**config.mk**
```make
export PLATFORM = sky130hd
export DESIGN_NAME = fixed_to_float32_pipe
export DESIGN_NICKNAME = d
export VERILOG_FILES = /design/src/rtl/fixed_to_float32_pipe.sv
export SDC_FILE = /design/constraint.sdc
export NUM_CORES = 1
export LEC_CHECK = 0
export CAP_MARGIN = 25
export CORE_UTILIZATION = 25
export CTS_CLUSTER_DIAMETER = 80
export DETAILED_ROUTE_END_ITERATION = 6
export GPL_TIMING_DRIVEN = 0
export PLACE_DENSITY = 0.46
export SLEW_MARGIN = 20
export SYNTH_ARGS = -nofsm -noshare
export SYNTH_HDL_FRONTEND = slang
export SYNTH_SLANG_ARGS = --single-unit
```
**constraint.sdc**
```tcl
create_clock -name clk -period 4.75 [get_ports clk]
set_input_delay 1.1875 -clock clk [delete_from_list [all_inputs] [get_ports clk]]
set_output_delay 1.1875 -clock clk [all_outputs]
set_load 0.02 [all_outputs]
```
**src/rtl/fixed_to_float32_pipe.sv**
```systemverilog
// Three-stage fixed-point to IEEE-754 binary32 converter with round-to-nearest-even,
// an inexact flag and a stall-all valid/ready pipeline.
module fixed_to_float32_pipe #(
    parameter int unsigned NUM_INT  = 3,
    parameter int unsigned NUM_FRAC = 23,
    parameter bit          SIGNED   = 1'b1
) (
    input  logic                        clk,
    input  logic                        rst_n,
    input  logic                        in_valid,
    output logic                        in_ready,
    input  logic [NUM_INT+NUM_FRAC-1:0] in_fixed,
    output logic                        out_valid,
    input  logic                        out_ready,
    output logic [31:0]                 out_float32,
    output logic                        out_inexact
);

    localparam int unsigned W       = NUM_INT + NUM_FRAC;
    // Working register is at least 26 bits so hidden+23+guard+sticky always exist.
    localparam int unsigned L       = (W + 1 > 26) ? W + 1 : 26;
    localparam int unsigned PW      = (W > 1) ? $clog2(W) : 1;
    localparam int unsigned SW      = $clog2(L) + 1;
    localparam int unsigned EXP_OFS = 127 - NUM_FRAC;

    logic en;
    assign en       = !out_valid || out_ready;
    assign in_ready = en;

    // Stage 1: sign and magnitude
    logic         s1_valid;
    logic         s1_sign;
    logic [W-1:0] s1_mag;
    logic         sign_c;
    logic [W-1:0] mag_c;

    always_comb begin
        sign_c = 1'b0;
        mag_c  = in_fixed;
        if (SIGNED) begin
            sign_c = in_fixed[W-1];
            if (sign_c) mag_c = ~in_fixed + W'(1);
        end
    end

    always_ff @(posedge clk or negedge rst_n) begin
        if (!rst_n) begin
            s1_valid <= 1'b0;
            s1_sign  <= 1'b0;
            s1_mag   <= '0;
        end else if (en) begin
            s1_valid <= in_valid;
            s1_sign  <= sign_c;
            s1_mag   <= mag_c;
        end
    end

    // Stage 2: leading-one detection and left normalisation
    logic [PW-1:0] lod_c;
    logic [SW-1:0] shift_c;
    logic [L-1:0]  norm_c;
    logic [7:0]    exp_c;

    always_comb begin
        lod_c = '0;
        for (int i = 0; i < W; i++) begin
            if (s1_mag[i]) lod_c = PW'(i);
        end
        shift_c = SW'(L - 1) - SW'(lod_c);
        norm_c  = L'(s1_mag) << shift_c;
        exp_c   = 8'(32'(lod_c) + EXP_OFS);
    end

    logic         s2_valid;
    logic         s2_sign;
    logic [7:0]   s2_exp;
    logic [L-1:0] s2_norm;

    always_ff @(posedge clk or negedge rst_n) begin
        if (!rst_n) begin
            s2_valid <= 1'b0;
            s2_sign  <= 1'b0;
            s2_exp   <= '0;
            s2_norm  <= '0;
        end else if (en) begin
            s2_valid <= s1_valid;
            s2_sign  <= s1_sign;
            s2_exp   <= exp_c;
            s2_norm  <= norm_c;
        end
    end

    // Stage 3: round to nearest even and pack; a zero magnitude leaves the top bit clear
    logic        nz_c;
    logic        guard_c;
    logic        sticky_c;
    logic        rnd_c;
    logic        carry_c;
    logic [22:0] frac_c;
    logic [7:0]  exp_r_c;

    always_comb begin
        nz_c              = s2_norm[L-1];
        guard_c           = s2_norm[L-25];
        sticky_c          = |s2_norm[L-26:0];
        rnd_c             = guard_c & (sticky_c | s2_norm[L-24]);
        {carry_c, frac_c} = {1'b0, s2_norm[L-2 -: 23]} + 24'(rnd_c);
        exp_r_c           = s2_exp + 8'(carry_c);
    end

    always_ff @(posedge clk or negedge rst_n) begin
        if (!rst_n) begin
            out_valid   <= 1'b0;
            out_float32 <= '0;
            out_inexact <= 1'b0;
        end else if (en) begin
            out_valid   <= s2_valid;
            out_float32 <= nz_c ? {s2_sign, exp_r_c, frac_c} : 32'h0000_0000;
            out_inexact <= nz_c & (guard_c | sticky_c);
        end
    end

endmodule

```
# Word level (Yosys, flattened, before mapping)
# Index checks and enable logic that the tools add are counted.
[totals]
regBits = 99
in_bits = 30
[classes]
n_reduce_logical = 3
bitwise_logic = 5
n_mux = 27
add_sub_neg = 5
n_shift = 1
[ops]
columns = ["cell", "n"]
rows = [
  ["$mux W5", 24],
  ["$mux W32", 1],
  ["$shl A26 B6 Y27", 1],
  ["$add A26 B1 Y26 const B", 1],
  ["$mux W26", 1],
  ["$not A26 Y26", 1],
  ["$add A23 B1 Y24", 1],
  ["$add A5 B7 Y8 const B", 1],
  ["$add A8 B1 Y8", 1],
  ["$sub A5 B5 Y6 const A", 1],
  ["$and A1 B1 Y1", 2],
  ["$or A1 B1 Y1", 2],
  ["$reduce_or A2 Y1", 1],
  ["$logic_not A1 Y1", 1],
  ["$logic_or A1 B1 Y1", 1],
  ["$mux W1", 1],
]

# Depth between registers and ports, before layout
# Gate-level depths: netlist of the first run.
[depth]
word_depth = 27
mapped_depth = 16
mapped_depth_nobuf = 13

# Least setup slack after synthesis of the first run
# OpenSTA, ideal clock, no wires.
[synth_path]
path_kind = "register to register"
start = "register s1_mag[17]"
end = "register s2_norm[26]"
period_less_slack_ns = 3.988
arrival_time_ns = 3.849
slack_ns = 0.762
setup_ns = 0.139
stages_incl_launch_ff = 16
path_cell_list = "dfrtp_1 nor2b_1 or4_4 a31oi_4 o21ai_4 buf_6 buf_6 ha_1 clkbuf_1 clkinv_1 clkbuf_1 o21ai_0 nor2_1 a21oi_1 o21ai_0 or4_1"
[synth_between]
elab_chain_cells = 11
[synth_rtl]
columns = ["item", "line", "rtl"]
rows = [
  ["from (decl)", "33", "logic [W-1:0] s1_mag;"],
  ["from (signal assigned)", "54", "s1_mag <= mag_c;"],
  ["$mux W5 (9 in a row)", "67", "if (s1_mag[i]) lod_c = PW'(i);"],
  ["$sub A5 B5 Y6", "69", "shift_c = SW'(L - 1) - SW'(lod_c);"],
  ["$shl A26 B6 Y27 (*)", "70", "norm_c = L'(s1_mag) << shift_c;"],
  ["to (signal assigned)", "89", "s2_norm <= norm_c;"],
  ["to (decl)", "77", "logic [L-1:0] s2_norm;"],
]
# Mark *: on every way between the ends. The rest lies on a longest branch, timed or not.
# A chain may end at the register's enable or synchronous reset.

# Worst setup path in the final report of the first run
[layout_path]
start = "input port out_ready"
end = "output port in_ready"
[layout_between]
elab_chain_cells = 1
[layout_rtl]
columns = ["item", "line", "rtl"]
rows = [
  ["from (decl)", "14", "input logic out_ready,"],
  ["$logic_or A1 B1 Y1", "27", "assign en = !out_valid || out_ready;"],
  ["to (decl)", "11", "output logic in_ready,"],
]
# Every way passes these cells.

==> results of run 1 <==
final cells by class:
| class | count | area, um2 |
|---|---|---|
| Tap cell | 330 | 412.9 |
| Inverter | 14 | 56.30 |
| Clock inverter | 7 | 163.9 |
| Multi-Input combinational cell | 536 | 3666 |
| Sequential cell | 98 | 2452 |
| Clock buffer | 9 | 225.2 |
| Buffer | 50 | 250.2 |
| Fill cell | 2681 | 17300 |
| Timing Repair Buffer | 64 | 659.4 |
power by group:
group	switching [mW]	total (mW)	internal (mW)
sequential	0.233	1.33	1.09
combinational	1.73	2.94	1.21
clock	0.346	0.969	0.623
total	2.31	5.23	2.93
placed cells by master (no fill, tap or decap), types with 5 or more instances in the layout:
| master | instances |
|---|---|
| a32o_1 | 6 |
| or3_1 | 8 |
| xor2_1 | 38 |
| o31ai_1 | 11 |
| xnor2_1 | 11 |
| clkdlybuf4s50_1 | 62 |
| o21ai_0 | 71 |
| nand2b_1 | 7 |
| ha_1 | 6 |
| buf_2 | 8 |
| nand3_1 | 21 |
| nand4_1 | 5 |
| or4_1 | 5 |
| clkbuf_16 | 9 |
| mux2i_1 | 42 |
| nor2b_1 | 8 |
| o211ai_1 | 6 |
| nand2_1 | 150 |
| dfrtp_1 | 98 |
| nor3_1 | 6 |
| nor2_1 | 28 |
| buf_6 | 7 |
| mux4_2 | 14 |
| o22ai_1 | 5 |
| inv_1 | 12 |
| clkbuf_1 | 34 |
| bufinv_16 | 5 |
| a21oi_1 | 10 |
| and4_1 | 5 |
worst register-to-register path: stages (launching register included):
cell and delay (ns):
dfrtp_1 0.48, nor2b_1 0.18, or4_4 0.51, a31oi_4 0.22
o21ai_4 0.14, buf_6 0.19, buf_6 0.16, ha_2 0.51
clkinvlp_4 0.28, clkbuf_1 0.35, o21ai_0 0.33, nor2_1 0.06
a21oi_1 0.14, o21ai_0 0.09, or4_1 0.56
how the worst max path moves through the flow:
stage / startpoint / to / slack, ns / cells after the start
2_1_floorplan: s1_mag[17] / s2_norm[26] / 0.76 / 15
3_3_place_gp: rst_n / s1_sign / -1.63 / 1
3_5_place_dp: s1_mag[17] / s2_norm[26] / -0.07 / 15
4_1_cts: s1_mag[17] / s2_norm[26] / 0.16 / 14
5_1_grt: s1_mag[22] / s2_norm[24] / 0.07 / 13
6_report: out_ready / in_ready / 0.22 / 6
routing by layer:
layer / routed length, um / up-vias / global-route usage, %
li1: - / 2629 / -
met1: 9046 / 2557 / 21.13
met2: 8661 / 148 / 23.31
met3: 779 / 27 / 2.860
met4: 463 / 0 / 5.746
met5: 0 / - / 0
cells by family (layout without fill, tap and decap cells):
kind of cell | Yosys count | in the layout
AND/OR/NAND/NOR | 265 | 265
AO/OA/AOI/OAI | 152 | 152
flip-flops | 98 | 98
buffers and inverters | 65 | 144
multiplexers | 59 | 59
XOR/XNOR | 53 | 53
adder cells (fa/ha/maj) | 7 | 7
per-stage QoR:
step                      cells   TNS, ns
after global routing       1108         0
after global placement     1092   -158.20
after CTS                  1108         0
after floorplan             699         0
after detailed placement   1093  -0.09790
final                      1108         0
state kept, by name, indices dropped and copies added (netlist names):
| signal | count |
|---|---|
| s2_norm | 27 |
| out_float32 | 32 |
| s1_valid | 1 |
| s2_sign | 1 |
| s2_exp | 7 |
| out_inexact | 1 |
| out_valid | 1 |
| s2_valid | 1 |
| s1_sign | 1 |
| s1_mag | 26 |
repair_timing:
action                                  CTS  global route
hold endpoints to repair                  0             0
endpoints found under the setup margin    2             2
gates resized for setup                   0             2
==> metrics.cfg, run 1 <==
[run_status]
status=completed

[die]
placementRows=58
die_h_um=162.3
start_util_pct=25.50
die_w_um=162.3
dieArea_um2=26330
ios=65
coreArea_um2=25180

[power_and_ir_drop]
p_leak_nw=3.209
vdd_drop_max_mv=0.2545
total_power_mw=5.234
powerDensity_nw_per_um2=663.7

[placed_design]
io_buffers=63
place_ws_ns=-0.07390
placed_area_um2=7495
dpl.hpwl_um=14430
gp_congestion=0.9058

[clock_tree]
htreeDepth=3
cts-root-buf=clkbuf_16
insertion_delay_ns=0.36
clock_sinks=98
cts_setup_buffers=0
cts_buffers=9
cts_tree=built
clock_path_buffers=2
holdBufCountCts=0
cts.clk_slew.worst_paths_ns=0.07

[logic_synthesis]
synth.ff_latch_count=98
avgSynthCellArea_um2=9.188
synthMuxAreaShare_pct=12.22
synth_area_leader_cell=dfrtp_1
yosys_warnings=0
synth_top_area_share_pct=38.18
synth_compound_area_share_pct=16.11
synthSimpleGateAreaFrac_pct=19.48
yosys.area_share.adder_pct=1.364
synth_top_family_by_area=simple AND/OR/NAND/NOR gates
syn_inst=699
synthTopCellsByArea=dfrtp_1 38%, nand2_1 8.8%, mux2i_1 6.5%
synth-edff-count=0
yosysMostFrequentCell=nand2_1
synth_area_um2=6422
seq_area_frac_synth_pct=38.18
synth-xor-area-share_pct=7.871
synth_fp_nets=736
synth_flop_cell=dfrtp_1
ys_async_sr_fraction_pct=100.0
synth.top_cells.by_count=150 x nand2_1, 98 x dfrtp_1, 71 x o21ai_0
yosysUniqueCellTypes=71

[worst_hold_path]
hold_depth=2
worstHoldStart=s2_valid
whs_endpoint=s2_valid
min_path_type=flip-flop to flip-flop

[setup_path]
crit_path_end_kind=output pin
crit_buf_inv=5
crit_family=buffers and inverters
rrSetupSlack_ns=0.39
timing.rr.start=s1_mag[17]
reg2reg_depth=14
required_ns=3.56
cp-start-kind=primary input
path_max_fanout=10
crit_type=primary input to output pin
cp_slowest_stage_delay_ns=0.69
cp_cell_sequence=clkdlybuf4s50_1 -> nor2b_1 -> clkbuf_1 -> inv_1 -> clkbuf_1 -> clkdlybuf4s50_1
crit_arrival_ns=3.34
reg2reg_to=s2_norm[26]
slowest_stage=clkdlybuf4s50_1

[route]
via_count=5361
routed_wirelength_um=18950
viasPerCell=4.838
drt_iter0_drc=317
firstDrtPassIters=6
ant_nets=0
route.detailed.wl_per_inst_um=17.10
drc=0

[layout]
diodes=0
drive_above_1_share_pct=9.254
fin_nets=810
syn_to_final_growth_pct=22.79
design_area_um2=7886
fin_util_pct=31.32

[global_routing]
grt_pass1_vias=5332
grt_max_degree=68
antenna_found_initial=0
grt_first_pass_wirelength_um=30650
grt_use_total_pct=15.23
gr-total-overflow=0

[timing]
relSlewSlack_pct=46.48
final.min_clock_period_ns=4.530
fin_skew_ns=0.008600
worst_slack_ns=0.2199
hold_violations=0
fin_crit_sh_pct=95.37
fmax_ghz=0.2207
grt_setup_unrepaired=no
worstMarginPinSlew_ns=0.7998
hold-worst-slack_ns=0.4599
setup_viol=0
maxSlewViolCount=0

[flow_run]
drv_cap=0

(Power assumes the default switching activity.)
==> run 2: changes to the inputs <==
--- a/config.mk
+++ b/config.mk
@@ -9,8 +9,9 @@
 export CORE_UTILIZATION = 25
 export CTS_CLUSTER_DIAMETER = 80
 export DETAILED_ROUTE_END_ITERATION = 6
+export DONT_BUFFER_PORTS = 1
 export GPL_TIMING_DRIVEN = 0
-export PLACE_DENSITY = 0.46
+export PLACE_DENSITY = 0.43
 export SLEW_MARGIN = 20
 export SYNTH_ARGS = -nofsm -noshare
 export SYNTH_HDL_FRONTEND = slang
==> metrics.cfg, run 2 (same netlist as run 1, synthesis figures left out) <==
[clock_tree]
cts_tree=built  ; unchanged
cts.clk_slew.worst_paths_ns=0.07  ; about the same
insertion_delay_ns=0.36  ; about the same
clock_path_buffers=2  ; unchanged
clock_sinks=98  ; unchanged
cts_buffers=9  ; unchanged
cts_setup_buffers=0  ; unchanged
cts-root-buf=clkbuf_16  ; unchanged
htreeDepth=3  ; unchanged
holdBufCountCts=0  ; unchanged

[route]
via_count=5158  ; was 5361
drc=0  ; unchanged
top_layer=met4  ; unchanged
ant_nets=0  ; unchanged
drt_iter0_drc=318  ; was 317
wl_met1_um=9165  ; was 9046 um
met3_length_um=852  ; was 779 um
routed_wirelength_um=19250  ; was 18950 um
wl_met2_um=8864  ; was 8661 um
viasPerCell=4.941  ; was 4.838
route.detailed.wl_per_inst_um=18.44  ; was 17.10 um
firstDrtPassIters=4  ; was 6

[flow_run]
drv_cap=0  ; unchanged

[global_routing]
grt_use_total_pct=15.22  ; was 15.23%
gr-total-overflow=0  ; unchanged
grt_max_degree=99  ; was 68
grt_first_pass_wirelength_um=30620  ; was 30650 um
grt_pass1_vias=5211  ; was 5332
antenna_found_initial=0  ; unchanged

[run_status]
status=completed  ; unchanged

[worst_hold_path]
hold_depth=2  ; unchanged
whs_endpoint=s2_valid  ; unchanged
worstHoldStart=s2_valid  ; unchanged
min_path_type=flip-flop to flip-flop  ; unchanged

[timing]
fin_crit_sh_pct=92.43  ; was 95.37%
setup_viol=0  ; unchanged
hold-worst-slack_ns=0.4568  ; was 0.4599 ns
worstMarginPinSlew_ns=0.7510  ; was 0.7998 ns
hold_violations=0  ; unchanged
maxSlewViolCount=0  ; unchanged
fmax_ghz=0.2278  ; was 0.2207 GHz
setup_tns_ns=0  ; unchanged
final.min_clock_period_ns=4.390  ; was 4.530 ns
relSlewSlack_pct=49.93  ; was 46.48%
fin_skew_ns=0.01201  ; was 0.008600 ns
grt_setup_unrepaired=no  ; unchanged

[power_and_ir_drop]
total_power_mw=4.800  ; was 5.234 mW
powerDensity_nw_per_um2=674.3  ; was 663.7 nW/um2
p_leak_nw=2.908  ; was 3.209 nW
vdd_drop_max_mv=0.2105  ; was 0.2545 mV

[layout]
syn_to_final_growth_pct=10.85  ; was 22.79%
drive_above_1_share_pct=9.664  ; was 9.254%
layout_commonest_cell=nand2_1  ; unchanged
fin_nets=746  ; was 810
largest_reg_flops=32  ; unchanged
mostFrequentLayoutCells=150 x nand2_1, 98 x dfrtp_1, 71 x o21ai_0  ; unchanged
top_regs=out_float32: 32 flops, s2_norm: 27 flops, s1_mag: 26 flops  ; unchanged
top_register=out_float32  ; unchanged
diodes=0  ; unchanged

[setup_path]
crit_family=compound AO/OA/AOI/OAI gates  ; was buffers and inverters
rrSetupSlack_ns=0.36  ; was 0.39 ns
path_depth=12  ; was 6
crit_type=flip-flop to flip-flop  ; was primary input to output pin
reg2reg_depth=12  ; was 14
reg2reg_to=s2_norm[24]  ; was s2_norm[26]
path_max_fanout=10  ; unchanged
crit_buf_inv=3  ; was 5
crit_path_end_kind=flip-flop  ; was output pin
cp-start-kind=flip-flop  ; was primary input
cp_cell_sequence=clkbuf_1 -> nor4_1 -> o31a_1 -> a21oi_1 -> nor4_1 -> ha_2 -> clkinvlp_4 -> clkbuf_1 -> mux2i_1 -> a2111oi_0 -> a31oi_1 -> a32o_1  ; was clkdlybuf4s50_1 -> nor2b_1 -> clkbuf_1 -> inv_1 -> clkbuf_1 -> clkdlybuf4s50_1
required_ns=5.00  ; was 3.56 ns
timing.rr.start=s1_mag[13]  ; was s1_mag[17]
crit_arrival_ns=4.64  ; was 3.34 ns
crit_start=s1_mag[13]  ; was out_ready
slowest_stage=nor4_1  ; was clkdlybuf4s50_1
cp_slowest_stage_delay_ns=0.64  ; was 0.69 ns

[die]
ios=65  ; unchanged
dieArea_um2=26330  ; unchanged
coreArea_um2=25180  ; unchanged
start_util_pct=25.50  ; unchanged
die_h_um=162.3  ; unchanged
die_w_um=162.3  ; unchanged
placementRows=58  ; unchanged

[placed_design]
io_buffers=0  ; was 63
dpl.hpwl_um=14480  ; was 14430 um
gp_congestion=0.8447  ; was 0.9058

[run 2: tightest hold or removal path: stages, from the launching register on]
cell and delay (ns):
dfrtp_1 0.34, nand2_1 0.05, nand2_1 0.04
[run 2: what timing repair did]
| action | in CTS | in global routing |
|---|---|---|
| cloned | 0 | 0 |
| resized for setup | 0 | 2 |
| endpoints found under the setup margin | 2 | 2 |
[run 2: how the worst max path moves through the flow]
stage | end | slack, ns
final | s2_norm[24] | 0.36
after floorplan | s2_norm[26] | 0.76
after detailed placement | s2_norm[26] | -0.07
after global routing | s2_norm[24] | 0.05
after global placement | s2_norm[26] | -0.10
after CTS | s2_norm[26] | 0.17
[run 2: stage by stage]
stage / cell area [um2] / cells / setup slack (ns) / utilization [%]
CTS: 7113 / 1044 / 0.1720 / 28.25
global route: 7119 / 1044 / 0.05116 / 28.27
global placement: 6835 / 1029 / -0.1041 / 27.14
detailed placement: 6835 / 1029 / -0.06717 / 27.14
finish: 7119 / 1044 / 0.3597 / 28.27
floorplan: 6422 / 699 / 0.7621 / -
[run 2: routing by layer]
metal  vias to the layer above  global-route usage, %
met5                         -                      0
met4                         0                  4.974
met3                        18                  2.707
met2                       115                  23.62
met1                      2515                  21.21
li1                       2510                      -
[run 2: cell type report]
type                       count  area (um2)
fill                        2730       18060
multi-input combinational    536        3666
sequential                    98        2452
tap                          330       412.9
buffer                        50       250.2
clock buffer                  11       242.7
inverter                      14       56.30
clock inverter                 5       38.79
[run 2: power breakdown]
part | total [mW] | leakage (nW) | internal, mW | switching, mW
Sequential | 1.43 | 1.26 | 1.09 | 0.343
Clock | 0.723 | 0.136 | 0.373 | 0.350
Combinational | 2.64 | 1.51 | 1.06 | 1.58
==> run 3: changes to the inputs <==
--- a/config.mk
+++ b/config.mk
@@ -6,12 +6,12 @@
 export NUM_CORES = 1
 export LEC_CHECK = 0
 export CAP_MARGIN = 25
-export CORE_UTILIZATION = 25
+export CORE_UTILIZATION = 45
 export CTS_CLUSTER_DIAMETER = 80
 export DETAILED_ROUTE_END_ITERATION = 6
 export DONT_BUFFER_PORTS = 1
 export GPL_TIMING_DRIVEN = 0
-export PLACE_DENSITY = 0.43
+export PLACE_DENSITY = 0.65
 export SLEW_MARGIN = 20
 export SYNTH_ARGS = -nofsm -noshare
 export SYNTH_HDL_FRONTEND = slang
==> metrics.cfg, run 3 (same netlist as run 1, synthesis figures left out) <==
[placed_design]
dpl.hpwl_um=12980  ; was 14480 um
place_ws_ns=0.02334  ; was -0.06717 ns
io_buffers=0  ; unchanged
gp_congestion=0.9047  ; was 0.8447

[layout]
diodes=0  ; unchanged
syn_to_final_growth_pct=8.260  ; was 10.85%
fillerInstances=1312  ; was 2730
mostFrequentLayoutCells=150 x nand2_1, 98 x dfrtp_1, 71 x o21ai_0  ; unchanged
drive_above_1_share_pct=9.664  ; unchanged
largest_reg_flops=32  ; unchanged
fin_nets=746  ; unchanged
layout_commonest_cell=nand2_1  ; unchanged
top_regs=out_float32: 32 flops, s2_norm: 27 flops, s1_mag: 26 flops  ; unchanged
top_register=out_float32  ; unchanged

[timing]
fin_crit_sh_pct=91.00  ; was 92.43%
fin_skew_ns=0.008479  ; was 0.01201 ns
grt_setup_unrepaired=no  ; unchanged
maxSlewViolCount=0  ; unchanged
worstMarginPinSlew_ns=0.7411  ; was 0.7510 ns
setup_tns_ns=0  ; unchanged
worst_slack_ns=0.4277  ; was 0.3597 ns
setup_viol=0  ; unchanged
fmax_ghz=0.2314  ; was 0.2278 GHz
relSlewSlack_pct=50.14  ; was 49.93%
final.min_clock_period_ns=4.322  ; was 4.390 ns
hold_violations=0  ; unchanged

[setup_path]
crit_path_end_kind=flip-flop  ; unchanged
cp-start-kind=flip-flop  ; unchanged
crit_arrival_ns=4.57  ; was 4.64 ns
crit_type=flip-flop to flip-flop  ; unchanged
path_max_fanout=10  ; unchanged
required_ns=5.00  ; about the same

[global_routing]
gr-total-overflow=0  ; unchanged
grt_first_pass_wirelength_um=27980  ; was 30620 um
antenna_found_initial=0  ; unchanged
grt_max_degree=99  ; unchanged
grt_pass1_vias=5167  ; was 5211
grt_use_total_pct=24.99  ; was 15.22%

[power_and_ir_drop]
p_leak_nw=2.914  ; was 2.908 nW
vdd_drop_max_mv=0.2251  ; was 0.2105 mV
powerDensity_nw_per_um2=694.6  ; was 674.3 nW/um2
p_clk_share_pct=15.9  ; was 15.1%
p_sw_mw=2.257  ; was 2.271 mW
p_comb_share_pct=54.6  ; was 55.1%
p_int_mw=2.573  ; was 2.529 mW
netSwitchingFraction_pct=46.73  ; was 47.32%
pwr-share-seq_pct=29.5  ; was 29.9%

[clock_tree]
holdBufCountCts=0  ; unchanged
htreeDepth=3  ; unchanged
clock_sinks=98  ; unchanged
cts_buffers=9  ; unchanged
cts_tree=built  ; unchanged
cts-root-buf=clkbuf_16  ; unchanged
insertion_delay_ns=0.36  ; about the same
clock_path_buffers=2  ; unchanged
cts.clk_slew.worst_paths_ns=0.07  ; about the same

[route]
via_count=5237  ; was 5158
drt_iter0_drc=328  ; was 318
met3_length_um=670  ; was 852 um
viasPerCell=5.858  ; was 4.941
firstDrtPassIters=5  ; was 4
route.detailed.wl_per_inst_um=19.47  ; was 18.44 um
ant_nets=0  ; unchanged
wl_met1_um=7658  ; was 9165 um
routed_wirelength_um=17410  ; was 19250 um
drc=0  ; unchanged
top_layer=met4  ; unchanged
wl_met2_um=8666  ; was 8864 um

[worst_hold_path]
min_path_type=flip-flop to flip-flop  ; unchanged

[die]
coreArea_um2=13880  ; was 25180 um2
placementRows=43  ; was 58
die_h_um=121.5  ; was 162.3 um
dieArea_um2=14750  ; was 26330 um2
ios=65  ; unchanged
start_util_pct=46.27  ; was 25.50%
die_w_um=121.5  ; was 162.3 um

[flow_run]
drv_cap=0  ; unchanged

[run_status]
status=completed  ; unchanged

==> run 3: changes by cell type in the layout (fill, tap and decap cells not counted), sizes merged <==
cell,before,now
inv,14,16
clkinvlp,2,3
clkinv,3,0
clkbuf,45,44
bufinv,0,1
==> run 3: cell type report <==
cell class / count / area (um2) / share of cell area, %
plain buffers: 50 / 250.2 / 3.599
clock buffers: 10 / 229.0 / 3.293
clock inverters: 6 / 73.82 / 1.062
inverters: 14 / 56.30 / 0.8098
multi-input cells: 536 / 3666 / 52.73
flip-flops and latches: 98 / 2452 / 35.27
well taps: 180 / 225.2 / 3.239
==> run 3: final timing paths <==
path / startpoint / end / slack [ns] / cells after the start
max in group asynchronous: rst_n / s1_mag[25] / 4.06 / 0
min in group asynchronous: rst_n / out_float32[6] / 0.52 / 0
min: s2_valid / s2_valid / 0.46 / 2
max: s1_mag[13] / s2_norm[24] / 0.43 / 12
max reg2reg: s1_mag[13] / s2_norm[24] / 0.43 / 12
min reg2reg: s2_valid / s2_valid / 0.46 / 2
==> run 3: power by group through the flow <==
stage                     clock network [mW]  logic [mW]  registers (mW)
final                                  0.767        2.64            1.42
after global routing                   0.810        2.84            1.47
after CTS                              0.773        2.60            1.42
after detailed placement                   0        2.59            1.44
after global placement                     0        2.57            1.43
after floorplan                            0        1.96            1.37
==> run 3: timing repair <==
action | CTS | global route
resized for setup | 0 | 2
buffers inserted | 0 | 0
endpoints found under the setup margin | 0 | 12
==> run 3: routing by layer <==
metal,vias up,global-route usage (%)
li1,2501,-
met2,136,41.41
met3,22,3.102
met1,2578,33.06
met5,-,0
met4,0,9.799
==> run 3: worst max-delay path, cell delays in order (launching register included) <==
cell and delay, ns:
dfrtp_1 0.36, clkbuf_1 0.21, nor4_1 0.31, o31a_1 0.18
a21oi_1 0.11, nor4_1 0.65, ha_2 0.54, clkinvlp_4 0.20
clkbuf_1 0.51, mux2i_1 0.25, a2111oi_0 0.44, a31oi_1 0.15
a32o_1 0.29
==> run 3: metrics by stage <==
stage	cell area (um2)	util [%]	hold WS, ns	std cells	total power [mW]
floorplan	6422	-	0.4300	699	3.327
global placement	6648	47.89	0.4467	879	3.993
detailed placement	6648	47.89	0.4528	879	4.033
CTS	6950	50.07	0.4687	895	4.801
global route	6953	50.09	0.4963	894	5.120
finish	6953	50.09	0.4648	894	4.830
==> edit (flow settings as in run 3) <==
`NUM_FRAC`: 23 -> 46.
--- a/src/rtl/fixed_to_float32_pipe.sv
+++ b/src/rtl/fixed_to_float32_pipe.sv
@@ -2,7 +2,7 @@
 // an inexact flag and a stall-all valid/ready pipeline.
 module fixed_to_float32_pipe #(
     parameter int unsigned NUM_INT  = 3,
-    parameter int unsigned NUM_FRAC = 23,
+    parameter int unsigned NUM_FRAC = 46,
     parameter bit          SIGNED   = 1'b1
 ) (
     input  logic                        clk,
Ports: changed (resized in_fixed); port bits go from 65 to 88. No check against the original RTL was run, so the function may have changed too.
==> edit against run 3 <==
- die area rose by 69%
- area after synthesis grew 70%
- synthesized cell count up 85%
- clock power up 81%
- power rose by 76%
- final area is 75% higher
- routed wire length up 140%
- setup slack got worse by 0.37 ns
- combinational power up 79%
- sequential cell count grew 47
- global-route usage rose by 9.1 points
- clock skew grew 0.0054 ns
- critical path type unchanged
- largest cell class unchanged
- highest routed layer is now met5
==> edit: results (changes against run 3) <==
H-tree depth: 4 (was 3)
Max stage delay on crit path: 0.55 ns (was 0.65 ns)
Status: complete, no violations (unchanged)
Critical Path Source: s1_mag[30]$_DFFE_PN0P_ (was s1_mag[13]$_DFFE_PN0P_)
Final WL: 41.0 mm (was 17.4 mm)
Syn nets: 1,356 (was 736)
Register area share after synthesis: 33.2% (was 38.2%)
Fill count: 2,328 (was 1,312)
Hold Path Class: in2async (was reg2reg)
Distinct cells, synth: 88 (was 71)
TritonCTS Buffers: 17 (was 9)
Vias in the first global route: 10,300 (was 5,167)
Reg2reg path depth: 15 (was 12)
Xor and xnor area share after synthesis: 6.68% (was 7.87%)
Slowest CP cell: dfrtp_1 (was nor4_1)
WP data arrival: 5.02 ns (was 4.57 ns)
Leak pwr: 5.00 nW (was 2.91 nW)
Area contributors post-synth: dfrtp_1, mux2i_1, nand2_1, o21ai_0, xor2_1 (was dfrtp_1, nand2_1, mux2i_1, o21ai_0, xor2_1)
Initial DRT Pass Iterations: 6 (was 5)
Mux cell area share after synthesis: 11.0% (was 12.2%)
Top flop regs: s2_norm: 50 flops, s1_mag: 49 flops, out_float32: 32 flops (was out_float32: 32 flops, s2_norm: 27 flops, s1_mag: 26 flops)
1st-iter DRT viols: 1,146 (was 328)
Final Critical Period: 4.70 ns (was 4.32 ns)
Post-DP HPWL: 31.0 mm (was 13.0 mm)
Pre-CTS setup slack: -1.80 ns (was 0.0233 ns)
CTS root buf: clkbuf_16 (unchanged)
Critical Path Fanout Max: 10 (unchanged)
Post-synthesis adder-cell area fraction: 0.917% (was 1.36%)
Post-synth top cells: nand2_1, dfrtp_1, o21ai_0 (unchanged)
Nets: 1,385 (was 746)
Max VDD drop: 247 uV (was 225 uV)
Worst-skew pair later-pin latency: 0.45 ns (was 0.36 ns)
Final GP Congestion: 0.998 (was 0.905)
Layout cells sized above 1: 12.1% (was 9.66%)
Initial antenna violation count: 1 (was 0)
Slew @ Worst Pin: 0.892 ns (was 0.741 ns)
Vias: 10,600 (was 5,237)
Gr usage total: 34.1% (was 25.0%)
CP endpoint: s2_norm[46]$_DFFE_PN0P_ (was s2_norm[24]$_DFFE_PN0P_)
Max Clock Skew: 0.0139 ns (was 0.00848 ns)
First-pass GRT wire length: 62.7 mm (was 28.0 mm)
edit: area by class of cell:
| class | instances | area, sq um | share of cell area [%] |
|---|---|---|---|
| multi-input combinational | 1024 | 6860 | 56.4 |
| sequential | 145 | 3630 | 29.8 |
| buffer | 98 | 489 | 4.02 |
| clock buffer | 20 | 467 | 3.83 |
| tap | 319 | 399 | 3.28 |
| timing repair buffer | 17 | 125 | 1.03 |
| clock inverter | 12 | 121 | 0.997 |
| inverter | 21 | 78.8 | 0.648 |
edit: timing repair:
| action | in CTS | in global routing |
|---|---|---|
| gates resized for setup | 33 | 14 |
| endpoints found under the setup margin | 50 | 33 |
| buffers inserted | 11 | 5 |
| endpoints found under the hold margin | 0 | 0 |
| pin swaps | 7 | 3 |
edit: how the worst min path moves through the flow:
stage,slack (ns),endpoint,cells after the start
after floorplan,0.43,s2_valid$_DFFE_PN0P_,2
after global placement,0.44,s2_valid$_DFFE_PN0P_,2
after detailed placement,0.45,out_valid$_DFFE_PN0P_,1
after CTS,0.43,s2_norm[39]$_DFFE_PN0P_,0
after global routing,0.43,s2_norm[11]$_DFFE_PN0P_,0
final,0.43,s2_norm[11]$_DFFE_PN0P_,0
edit: kinds of logic (layout without fill, tap and decap cells):
group                    Yosys count  after routing
AND/OR/NAND/NOR                  458            458
XOR/XNOR                          79             79
multiplexers                     106            106
adder cells (fa/ha/maj)            8              8
flip-flops                       145            145
buffers and inverters            126            168
AO/OA/AOI/OAI                    373            373
edit: worst max-delay path, delay by kind of cell (launching register included):
family / cells / cell delay, ns
buffers and inverters: 5 / 1.46
AO/OA/AOI/OAI: 6 / 1.50
flip-flops: 1 / 0.55
AND/OR/NAND/NOR: 2 / 0.63
XOR/XNOR: 1 / 0.17
adder cells (fa/ha/maj): 1 / 0.26
edit: per-layer routing:
metal / up-vias / GRT usage [%] / routed length, microns / part of all wire [%]
met5: - / 0 / 9 / 0.022
met4: 2 / 18.4 / 2130 / 5.2
met3: 111 / 4.43 / 2540 / 6.2
met2: 512 / 54.5 / 18800 / 46
met1: 5124 / 44.7 / 17500 / 43
li1: 4827 / - / - / -
edit: metrics by stage:
stage | area [sq um] | instances | hold slack, ns
detailed placement | 11300 | 1615 | 0.447
floorplan | 10900 | 1295 | 0.430
global route | 12200 | 1656 | 0.430
CTS | 12100 | 1653 | 0.433
global placement | 11300 | 1614 | 0.443
finish | 12200 | 1656 | 0.433
edit: power breakdown:
part	internal, W	total [W]	switching [W]	leakage (nW)
registers	0.00174	0.00239	0.000652	1.78
logic	0.00170	0.00473	0.00303	2.93
clock network	0.000773	0.00139	0.000613	0.282
